[src/rtl/bus_pkg.sv]
// -----------------------------------------------------------------------------
// bus_pkg
// Shared types and constants for the bus hub and its helpers.
//   hub_state_t  : hub FSM state encoding (IDLE, DECODE, BUSY, RESP)
//   HUB_ERR_DATA : read data returned on an error completion
//   idx_width()  : index width for an N-entry select, never below 1 bit
// -----------------------------------------------------------------------------
package bus_pkg;

    typedef enum logic [1:0] {
        IDLE   = 2'd0,
        DECODE = 2'd1,
        BUSY   = 2'd2,
        RESP   = 2'd3
    } hub_state_t;

    localparam int HUB_ERR_DATA = 0;

    function automatic int idx_width(input int n);
        return (n > 1) ? $clog2(n) : 1;
    endfunction

endpackage

[src/rtl/bus_hub_n_if.sv]
// -----------------------------------------------------------------------------
// bus_hub_n_if
// Host request/completion signals plus the broadcast device bus.
// Handshake: the host raises host_ren/host_wen with address/data/mask and holds
// them until a single-cycle host_ready; host_error and host_data_read are only
// meaningful in that cycle. Devices decode device_address themselves, report
// device_active combinationally, and finish a strobed access with device_ready.
//   slave  : the hub's view (takes host requests, drives the device bus)
//   master : the environment's view (host plus devices)
// -----------------------------------------------------------------------------
interface bus_hub_n_if #(
    parameter int N_DEVICES = 4,
    parameter int ADDR_W    = 32,
    parameter int DATA_W    = 32
);
    logic [ADDR_W-1:0]             host_address;
    logic [DATA_W-1:0]             host_data_write;
    logic [DATA_W/8-1:0]           host_write_mask;
    logic                          host_ren;
    logic                          host_wen;
    logic [DATA_W-1:0]             host_data_read;
    logic                          host_ready;
    logic                          host_error;

    logic [N_DEVICES*ADDR_W-1:0]   device_address;
    logic [N_DEVICES*DATA_W-1:0]   device_data_write;
    logic [N_DEVICES*DATA_W/8-1:0] device_write_mask;
    logic [N_DEVICES-1:0]          device_ren;
    logic [N_DEVICES-1:0]          device_wen;
    logic [N_DEVICES-1:0]          device_ready;
    logic [N_DEVICES*DATA_W-1:0]   device_data_read;
    logic [N_DEVICES-1:0]          device_active;

    modport slave (
        input  host_address, host_data_write, host_write_mask, host_ren, host_wen,
        output host_data_read, host_ready, host_error,
        output device_address, device_data_write, device_write_mask,
        output device_ren, device_wen,
        input  device_ready, device_data_read, device_active
    );

    modport master (
        output host_address, host_data_write, host_write_mask, host_ren, host_wen,
        input  host_data_read, host_ready, host_error,
        input  device_address, device_data_write, device_write_mask,
        input  device_ren, device_wen,
        output device_ready, device_data_read, device_active
    );
endinterface

[src/rtl/bus_prio_enc.sv]
// -----------------------------------------------------------------------------
// bus_prio_enc
// Priority encoder: returns the highest set index of req and whether any bit
// is set. When nothing is set idx is 0.
//   req : request vector (N bits)
//   idx : index of the highest set bit (IDX_W bits)
//   any : at least one bit of req is set
// -----------------------------------------------------------------------------
module bus_prio_enc #(
    parameter int N     = 4,
    parameter int IDX_W = (N > 1) ? $clog2(N) : 1
) (
    input  logic [N-1:0]     req,
    output logic [IDX_W-1:0] idx,
    output logic             any
);
    always_comb begin
        idx = '0;
        any = 1'b0;
        // Ascending scan: the last hit, i.e. the highest index, wins.
        for (int i = 0; i < N; i++) begin
            if (req[i]) begin
                idx = IDX_W'(i);
                any = 1'b1;
            end
        end
    end
endmodule

[src/rtl/bus_hub_n.sv]
// -----------------------------------------------------------------------------
// bus_hub_n
// Hub between one host and N self-decoding devices. A request is registered,
// broadcast to every device, and only the device claiming the address (highest
// index if several claim it) is strobed until it answers or the access times
// out. Unmapped and timed-out accesses complete with host_error and zero data.
//   clk, rst_n : clock, asynchronous active-low reset
//   bus        : host request/completion and device bus (slave modport)
//   dbg_state  : current FSM state, for observation only
// -----------------------------------------------------------------------------
module bus_hub_n
    import bus_pkg::*;
#(
    parameter int N_DEVICES = 4,
    parameter int ADDR_W    = 32,
    parameter int DATA_W    = 32,
    parameter int TIMEOUT   = 255
) (
    input  logic       clk,
    input  logic       rst_n,
    bus_hub_n_if.slave bus,
    output hub_state_t dbg_state
);
    localparam int MASK_W = DATA_W / 8;
    localparam int SEL_W  = idx_width(N_DEVICES);
    localparam int CNT_W  = (TIMEOUT > 0) ? $clog2(TIMEOUT + 1) : 1;
    localparam logic [CNT_W-1:0] CNT_LAST = CNT_W'(TIMEOUT - 1);
    localparam logic [CNT_W-1:0] CNT_MAX  = '1;

    hub_state_t        state_q,   state_d;
    logic [ADDR_W-1:0] addr_q,    addr_d;
    logic [DATA_W-1:0] wdata_q,   wdata_d;
    logic [MASK_W-1:0] mask_q,    mask_d;
    logic              ren_q,     ren_d;
    logic              wen_q,     wen_d;
    logic [SEL_W-1:0]  sel_idx_q, sel_idx_d;
    logic [CNT_W-1:0]  cnt_q,     cnt_d;
    logic [DATA_W-1:0] rdata_q,   rdata_d;
    logic              err_q,     err_d;

    logic [SEL_W-1:0]     enc_idx;
    logic                 enc_any;
    logic                 sel_ready;
    logic [DATA_W-1:0]    sel_rdata;
    logic [N_DEVICES-1:0] dev_ren;
    logic [N_DEVICES-1:0] dev_wen;

    bus_prio_enc #(.N(N_DEVICES), .IDX_W(SEL_W)) u_prio_enc (
        .req (bus.device_active),
        .idx (enc_idx),
        .any (enc_any)
    );

    // Only the selected device's answer is ever looked at.
    assign sel_ready = bus.device_ready[sel_idx_q];
    assign sel_rdata = bus.device_data_read[int'(sel_idx_q)*DATA_W +: DATA_W];

    always_comb begin
        state_d   = state_q;
        addr_d    = addr_q;
        wdata_d   = wdata_q;
        mask_d    = mask_q;
        ren_d     = ren_q;
        wen_d     = wen_q;
        sel_idx_d = sel_idx_q;
        cnt_d     = cnt_q;
        rdata_d   = rdata_q;
        err_d     = err_q;
        case (state_q)
            IDLE: begin
                if (bus.host_ren || bus.host_wen) begin
                    addr_d  = bus.host_address;
                    wdata_d = bus.host_data_write;
                    mask_d  = bus.host_write_mask;
                    ren_d   = bus.host_ren;
                    wen_d   = bus.host_wen;
                    state_d = DECODE;
                end
            end
            DECODE: begin
                // device_active now reflects the registered address.
                sel_idx_d = enc_idx;
                if (enc_any) begin
                    cnt_d   = '0;
                    state_d = BUSY;
                end else begin
                    err_d   = 1'b1;
                    rdata_d = DATA_W'(HUB_ERR_DATA);
                    state_d = RESP;
                end
            end
            BUSY: begin
                if (sel_ready) begin
                    err_d   = 1'b0;
                    rdata_d = sel_rdata;
                    state_d = RESP;
                end else if (TIMEOUT != 0 && cnt_q == CNT_LAST) begin
                    err_d   = 1'b1;
                    rdata_d = DATA_W'(HUB_ERR_DATA);
                    state_d = RESP;
                end else if (cnt_q != CNT_MAX) begin
                    // Saturates rather than wraps when the timeout is disabled.
                    cnt_d = cnt_q + 1'b1;
                end
            end
            RESP: begin
                state_d = IDLE;
            end
            default: begin
                state_d = IDLE;
            end
        endcase
    end

    always_ff @(posedge clk or negedge rst_n) begin
        if (!rst_n) begin
            state_q   <= IDLE;
            addr_q    <= '0;
            wdata_q   <= '0;
            mask_q    <= '0;
            ren_q     <= 1'b0;
            wen_q     <= 1'b0;
            sel_idx_q <= '0;
            cnt_q     <= '0;
            rdata_q   <= '0;
            err_q     <= 1'b0;
        end else begin
            state_q   <= state_d;
            addr_q    <= addr_d;
            wdata_q   <= wdata_d;
            mask_q    <= mask_d;
            ren_q     <= ren_d;
            wen_q     <= wen_d;
            sel_idx_q <= sel_idx_d;
            cnt_q     <= cnt_d;
            rdata_q   <= rdata_d;
            err_q     <= err_d;
        end
    end

    // Strobes are a pure decode of registered state, so reset drops them at once.
    always_comb begin
        dev_ren = '0;
        dev_wen = '0;
        if (state_q == BUSY) begin
            dev_ren[sel_idx_q] = ren_q;
            dev_wen[sel_idx_q] = wen_q;
        end
    end

    assign bus.device_address    = {N_DEVICES{addr_q}};
    assign bus.device_data_write = {N_DEVICES{wdata_q}};
    assign bus.device_write_mask = {N_DEVICES{mask_q}};
    assign bus.device_ren        = dev_ren;
    assign bus.device_wen        = dev_wen;
    assign bus.host_ready        = (state_q == RESP);
    assign bus.host_error        = err_q;
    assign bus.host_data_read    = rdata_q;
    assign dbg_state             = state_q;
endmodule

[src/flat_wrapper.sv]
// flat-port wrapper written by rule: the top's interface ports become plain ports
module bus_hub_n_flat import bus_pkg::*;
#(
    parameter int N_DEVICES = 4,
    parameter int ADDR_W    = 32,
    parameter int DATA_W    = 32,
    parameter int TIMEOUT   = 255
)
  (clk, rst_n, dbg_state, bus_host_address, bus_host_data_write, bus_host_write_mask, bus_host_ren, bus_host_wen, bus_host_data_read, bus_host_ready, bus_host_error, bus_device_address, bus_device_data_write, bus_device_write_mask, bus_device_ren, bus_device_wen, bus_device_ready, bus_device_data_read, bus_device_active);
  bus_hub_n_if #(.N_DEVICES(N_DEVICES), .ADDR_W(ADDR_W), .DATA_W(DATA_W)) bus_i ();
  input  logic clk;
  input  logic rst_n;
  output hub_state_t dbg_state;
  input wire logic [$bits(bus_i.host_address)-1:0] bus_host_address;
  input wire logic [$bits(bus_i.host_data_write)-1:0] bus_host_data_write;
  input wire logic [$bits(bus_i.host_write_mask)-1:0] bus_host_write_mask;
  input wire logic [$bits(bus_i.host_ren)-1:0] bus_host_ren;
  input wire logic [$bits(bus_i.host_wen)-1:0] bus_host_wen;
  output wire logic [$bits(bus_i.host_data_read)-1:0] bus_host_data_read;
  output wire logic [$bits(bus_i.host_ready)-1:0] bus_host_ready;
  output wire logic [$bits(bus_i.host_error)-1:0] bus_host_error;
  output wire logic [$bits(bus_i.device_address)-1:0] bus_device_address;
  output wire logic [$bits(bus_i.device_data_write)-1:0] bus_device_data_write;
  output wire logic [$bits(bus_i.device_write_mask)-1:0] bus_device_write_mask;
  output wire logic [$bits(bus_i.device_ren)-1:0] bus_device_ren;
  output wire logic [$bits(bus_i.device_wen)-1:0] bus_device_wen;
  input wire logic [$bits(bus_i.device_ready)-1:0] bus_device_ready;
  input wire logic [$bits(bus_i.device_data_read)-1:0] bus_device_data_read;
  input wire logic [$bits(bus_i.device_active)-1:0] bus_device_active;
  assign bus_i.host_address = bus_host_address;
  assign bus_i.host_data_write = bus_host_data_write;
  assign bus_i.host_write_mask = bus_host_write_mask;
  assign bus_i.host_ren = bus_host_ren;
  assign bus_i.host_wen = bus_host_wen;
  assign bus_host_data_read = bus_i.host_data_read;
  assign bus_host_ready = bus_i.host_ready;
  assign bus_host_error = bus_i.host_error;
  assign bus_device_address = bus_i.device_address;
  assign bus_device_data_write = bus_i.device_data_write;
  assign bus_device_write_mask = bus_i.device_write_mask;
  assign bus_device_ren = bus_i.device_ren;
  assign bus_device_wen = bus_i.device_wen;
  assign bus_i.device_ready = bus_device_ready;
  assign bus_i.device_data_read = bus_device_data_read;
  assign bus_i.device_active = bus_device_active;
  bus_hub_n #(.N_DEVICES(N_DEVICES), .ADDR_W(ADDR_W), .DATA_W(DATA_W), .TIMEOUT(TIMEOUT)) u_core (.clk(clk), .rst_n(rst_n), .bus(bus_i), .dbg_state(dbg_state));
endmodule
[config.mk]
export PLATFORM = sky130hd
export DESIGN_NAME = bus_hub_n_flat
export DESIGN_NICKNAME = d
export VERILOG_FILES = /design/src/rtl/bus_pkg.sv /design/src/rtl/bus_hub_n_if.sv /design/src/rtl/bus_prio_enc.sv /design/src/rtl/bus_hub_n.sv /design/src/flat_wrapper.sv
export SDC_FILE = /design/constraint.sdc
export NUM_CORES = 1
export LEC_CHECK = 0
export CAP_MARGIN = 20
export CORE_AREA = 2 2 204 206
export CTS_CLUSTER_SIZE = 12
export DETAILED_ROUTE_END_ITERATION = 6
export DIE_AREA = 0 0 206 208
export GPL_TIMING_DRIVEN = 0
export MAX_ROUTING_LAYER = met4
export PLACE_DENSITY = 0.43
export SLEW_MARGIN = 25
export SYNTH_ARGS = -nofsm -noshare
export SYNTH_HDL_FRONTEND = slang
export SYNTH_SLANG_ARGS = --single-unit
[constraint.sdc]
create_clock -name clk -period 2.47 [get_ports clk]
set_clock_uncertainty 0.15 [all_clocks]
set_input_delay 0.3705 -clock clk [delete_from_list [all_inputs] [get_ports clk]]
set_output_delay 0.3705 -clock clk [all_outputs]
set_load 0.01 [all_outputs]
==> metrics.md, run 1 <==
| Metric | Value |
|---|---|
| Status | `complete, no violations` |
| Final hold violations | `0` |
| CTS Root Cell | `clkbuf_16` |
| Clock Latency Late Sink | `0.42 ns` |
| Initial Util | `17.0%` |
| IO Pins | `524` |
| Initial antenna violation count | `2` |
| Tmin final | `2.34 ns` |
| RSZ-0062 raised after global routing | `yes` |
| Util after Layout | `33.3%` |
| Reg area | `2880 um^2` |
| Ratio of cells with drive above 1 in the final layout | `32.5%` |
| Cells after synthesis | `577` |
| HP Class | `input pin to asynchronous set/reset pin` |
| Hpwl dp | `23.9 mm` |
| DR iter-0 viols | `125` |
| Syn nets | `791` |
| Synth cell types | `42` |
| Remaining Overflow, GRT | `0` |
| Maximum fanout along the worst path | `10` |
| Synth warn | `0` |
| Cell Count Post-Placement | `1,633` |
| Peak Freq | `0.427 GHz` |
| Area grow syn2layout | `95.4%` |
| Synth Flop Type | `dfrtp_1` |
| Filler cells | `4,194` |
| Avg Cell Area, Syn | `12.0 um^2` |
| Port bufs | `523` |
| GR peak layer | `met2` |
| Required @ worst endpoint | `1.95 ns` |
| Post-DR wirelength/cell | `17.3 um` |
| Max-slew violation count | `0` |
| Final nets | `1,333` |
| Slew HR | `48.3%` |
| Fin crit share | `94.9%` |
| Fin Setup TNS | `0 ns` |
| CP top delay family | `buffers and inverters` |
| CORE AREA | `40,600 um^2` |
| Least-Margin Pin Slew | `0.776 ns` |
| Number of clock sinks | `115` |
| # DRC | `0` |
| Post-synth ARST share | `100%` |
| Met1 Usage GRT | `14.1%` |
| Final GP Congestion | `0.740` |
| Setup Buffers After CTS | `0` |
| Antenna-violating nets left | `0` |
| Crit path launch type | `flip-flop` |
| Drt total wl | `28.8 mm` |
| First-pass DRT Iterations | `4` |
| Crit-path slowest cell | `dfrtp_2` |
| DIE HEIGHT | `208 um` |
| CP cell instances | `inv_2, ha_4, clkbuf_8, nand2_2, nor2_1, dlygate4sd2_1` |
| Final instance area | `13,500 um^2` |
| WP buf/inv | `3` |
| Max Cap Viol | `0` |
| CP max stage delay | `0.46 ns` |
| Mapped Area | `6910 um^2` |
| Largest net degree at the start of global routing | `81` |
| Worst EP arrival | `1.82 ns` |
| Post-synthesis sequential area ratio | `41.6%` |
| CTS Buf Count | `17` |
| Most frequent cells in the layout | `clkdlybuf4s50_1, buf_4, dfrtp_1` |
| Vias in the first global route | `6,398` |
| Met3 usage | `3.92%` |
| Most common cell after layout, fill and taps aside | `clkdlybuf4s50_1` |
| GRT met2 Usage | `24.8%` |
| Crit Path Class | `flip-flop to output pin` |
| TritonCTS clock tree | `yes` |
| CTS clock-pin slew for the worst setup and hold paths | `0.06 ns` |
| LEAKAGE | `5.70 nW` |
| Placed standard-cell area | `12,900 um^2` |
| Via count | `6,267` |
| Vias per cell | `3.76` |
| Die X | `206 um` |
| First-pass GRT wire length | `41.2 mm` |
| Clock Tree Buf Depth | `2` |
| VDD IR max | `551 uV` |
| Kind of end point of the critical path | `output pin` |
| GRT Total Usage | `13.4%` |
| FP Rows | `74` |
| #FFs+latches synth | `115` |
| H-tree Lvls | `4` |
| Non-Filler Instances | `1,666` |
| Power Dens Cells | `1380 nW/um^2` |
| Multi-input gate area | `2380 um^2` |
| Die area | `42,800 um^2` |
| # setup viols final | `0` |
| Post-synth EDFFs | `0` |
==> final timing paths <==
path,from,to,slack [ns],cells past startpoint
hold / removal,rst_n,u_core.bus.host_data_read[10],0.26,2
max in group asynchronous,rst_n,u_core.wdata_q[30],1.13,3
hold reg to reg,u_core.bus.host_data_read[19],u_core.bus.host_data_read[19],0.35,1
setup / recovery,u_core.dbg_state[0],bus_device_wen[3],0.13,6
setup reg to reg,u_core.dbg_state[1],u_core.wdata_q[3],0.14,5
min in group clk,u_core.bus.host_data_read[19],u_core.bus.host_data_read[19],0.35,1
==> synthesized netlist by cell type, types with 2 or more instances <==
library cell,number,share of area [%]
nor4_1,2,0.18
clkbuf_1,15,0.81
nand4b_1,3,0.38
a22o_1,32,4.1
nand4_1,2,0.18
ha_1,6,1.1
a31o_2,2,0.25
inv_1,7,0.38
buf_4,204,22
dfrtp_1,115,42
nand3_1,4,0.29
nor3_1,2,0.14
buf_6,3,0.49
o211ai_1,4,0.43
o311ai_0,2,0.25
buf_2,6,0.43
mux2_2,68,11
a21oi_1,8,0.58
nand2b_1,2,0.18
nor2_1,13,0.71
and3_1,3,0.27
a31oi_1,2,0.18
nand2_1,21,1.1
mux4_2,33,11
==> repair_timing <==
action / CTS / global route
hold endpoints to repair: 35 / 0
gates resized for setup: 20 / 16
hold buffers: 1 / 0
setup endpoints to repair: 30 / 48
==> per-layer routing <==
metal  up-vias  part of all wire (%)
met4         0                  0.76
met3        11                   9.0
met1      3015                    36
li1       2928                     -
met5         -                     0
met2       313                    54
==> per-stage QoR <==
stage | power (mW) | setup slack [ns] | hold slack, ns
after CTS | 19.1 | 0.00936 | 0.252
after global routing | 19.9 | -0.0357 | 0.262
final | 18.7 | 0.127 | 0.261
after detailed placement | 16.2 | -0.599 | 0.115
after floorplan | 9.59 | 0.398 | -0.0751
after global placement | 16.2 | -4.38 | 0.317
==> cells by family (layout without fill, tap and decap cells) <==
kind of cell               after synthesis  count (layout)  share of synthesized area [%]
DFF                                    115             115                           41.6
buffers and inverters                  236             791                           24.3
other                                    0               2                              0
AOI/OAI and AO/OA                       62              62                           7.17
and+or+nand+nor                         56              56                           3.84
muxes                                  102             102                           22.0
adders and majority gates                6               6                           1.09
==> area by class of cell <==
type                       count  share of cell area [%]
multi-input combinational    226                    17.6
tap                          532                    4.93
timing repair buffer         525                    38.9
sequential                   115                    21.3
inverter                       7                   0.194
clock inverter                12                    1.33
clock buffer                  20                    3.38
buffer                       227                    12.3
antenna                        2                  0.0370
==> flip-flops by register name, indices dropped and copies added (netlist names) <==
| name | count |
|---|---|
| u_core.cnt_q | 8 |
| u_core.wdata_q | 32 |
| u_core.bus.host_error | 1 |
| u_core.wen_q | 1 |
| u_core.mask_q | 4 |
| u_core.sel_idx_q | 2 |
| u_core.ren_q | 1 |
| u_core.addr_q | 32 |
| u_core.dbg_state | 2 |
| u_core.bus.host_data_read | 32 |
==> where the power goes <==
group	internal [mW]	switching [mW]	total [mW]
clock	1.74	0.968	2.71
combinational	7.85	4.30	12.1
sequential	2.71	1.14	3.85
total	12.3	6.40	18.7
==> worst reg2reg max path: cells and delay by family, from the launching register on <==
family	cells	cell delay (ns)
AO/OA/AOI/OAI	1	0.29
adder cells (fa/ha/maj)	1	0.26
buffers and inverters	2	0.65
flip-flops	1	0.46
multiplexers	1	0.40
Note: power is estimated with default switching activity, not from simulation.
==> run 2: changes to the inputs <==
--- a/config.mk
+++ b/config.mk
@@ -7,6 +7,7 @@
 export LEC_CHECK = 0
 export CAP_MARGIN = 20
 export CORE_AREA = 2 2 204 206
+export CTS_CLUSTER_DIAMETER = 60
 export CTS_CLUSTER_SIZE = 12
 export DETAILED_ROUTE_END_ITERATION = 6
 export DIE_AREA = 0 0 206 208
==> results of run 2 <==
No change in the layout: final DEF, timing and power equal those of run 1.
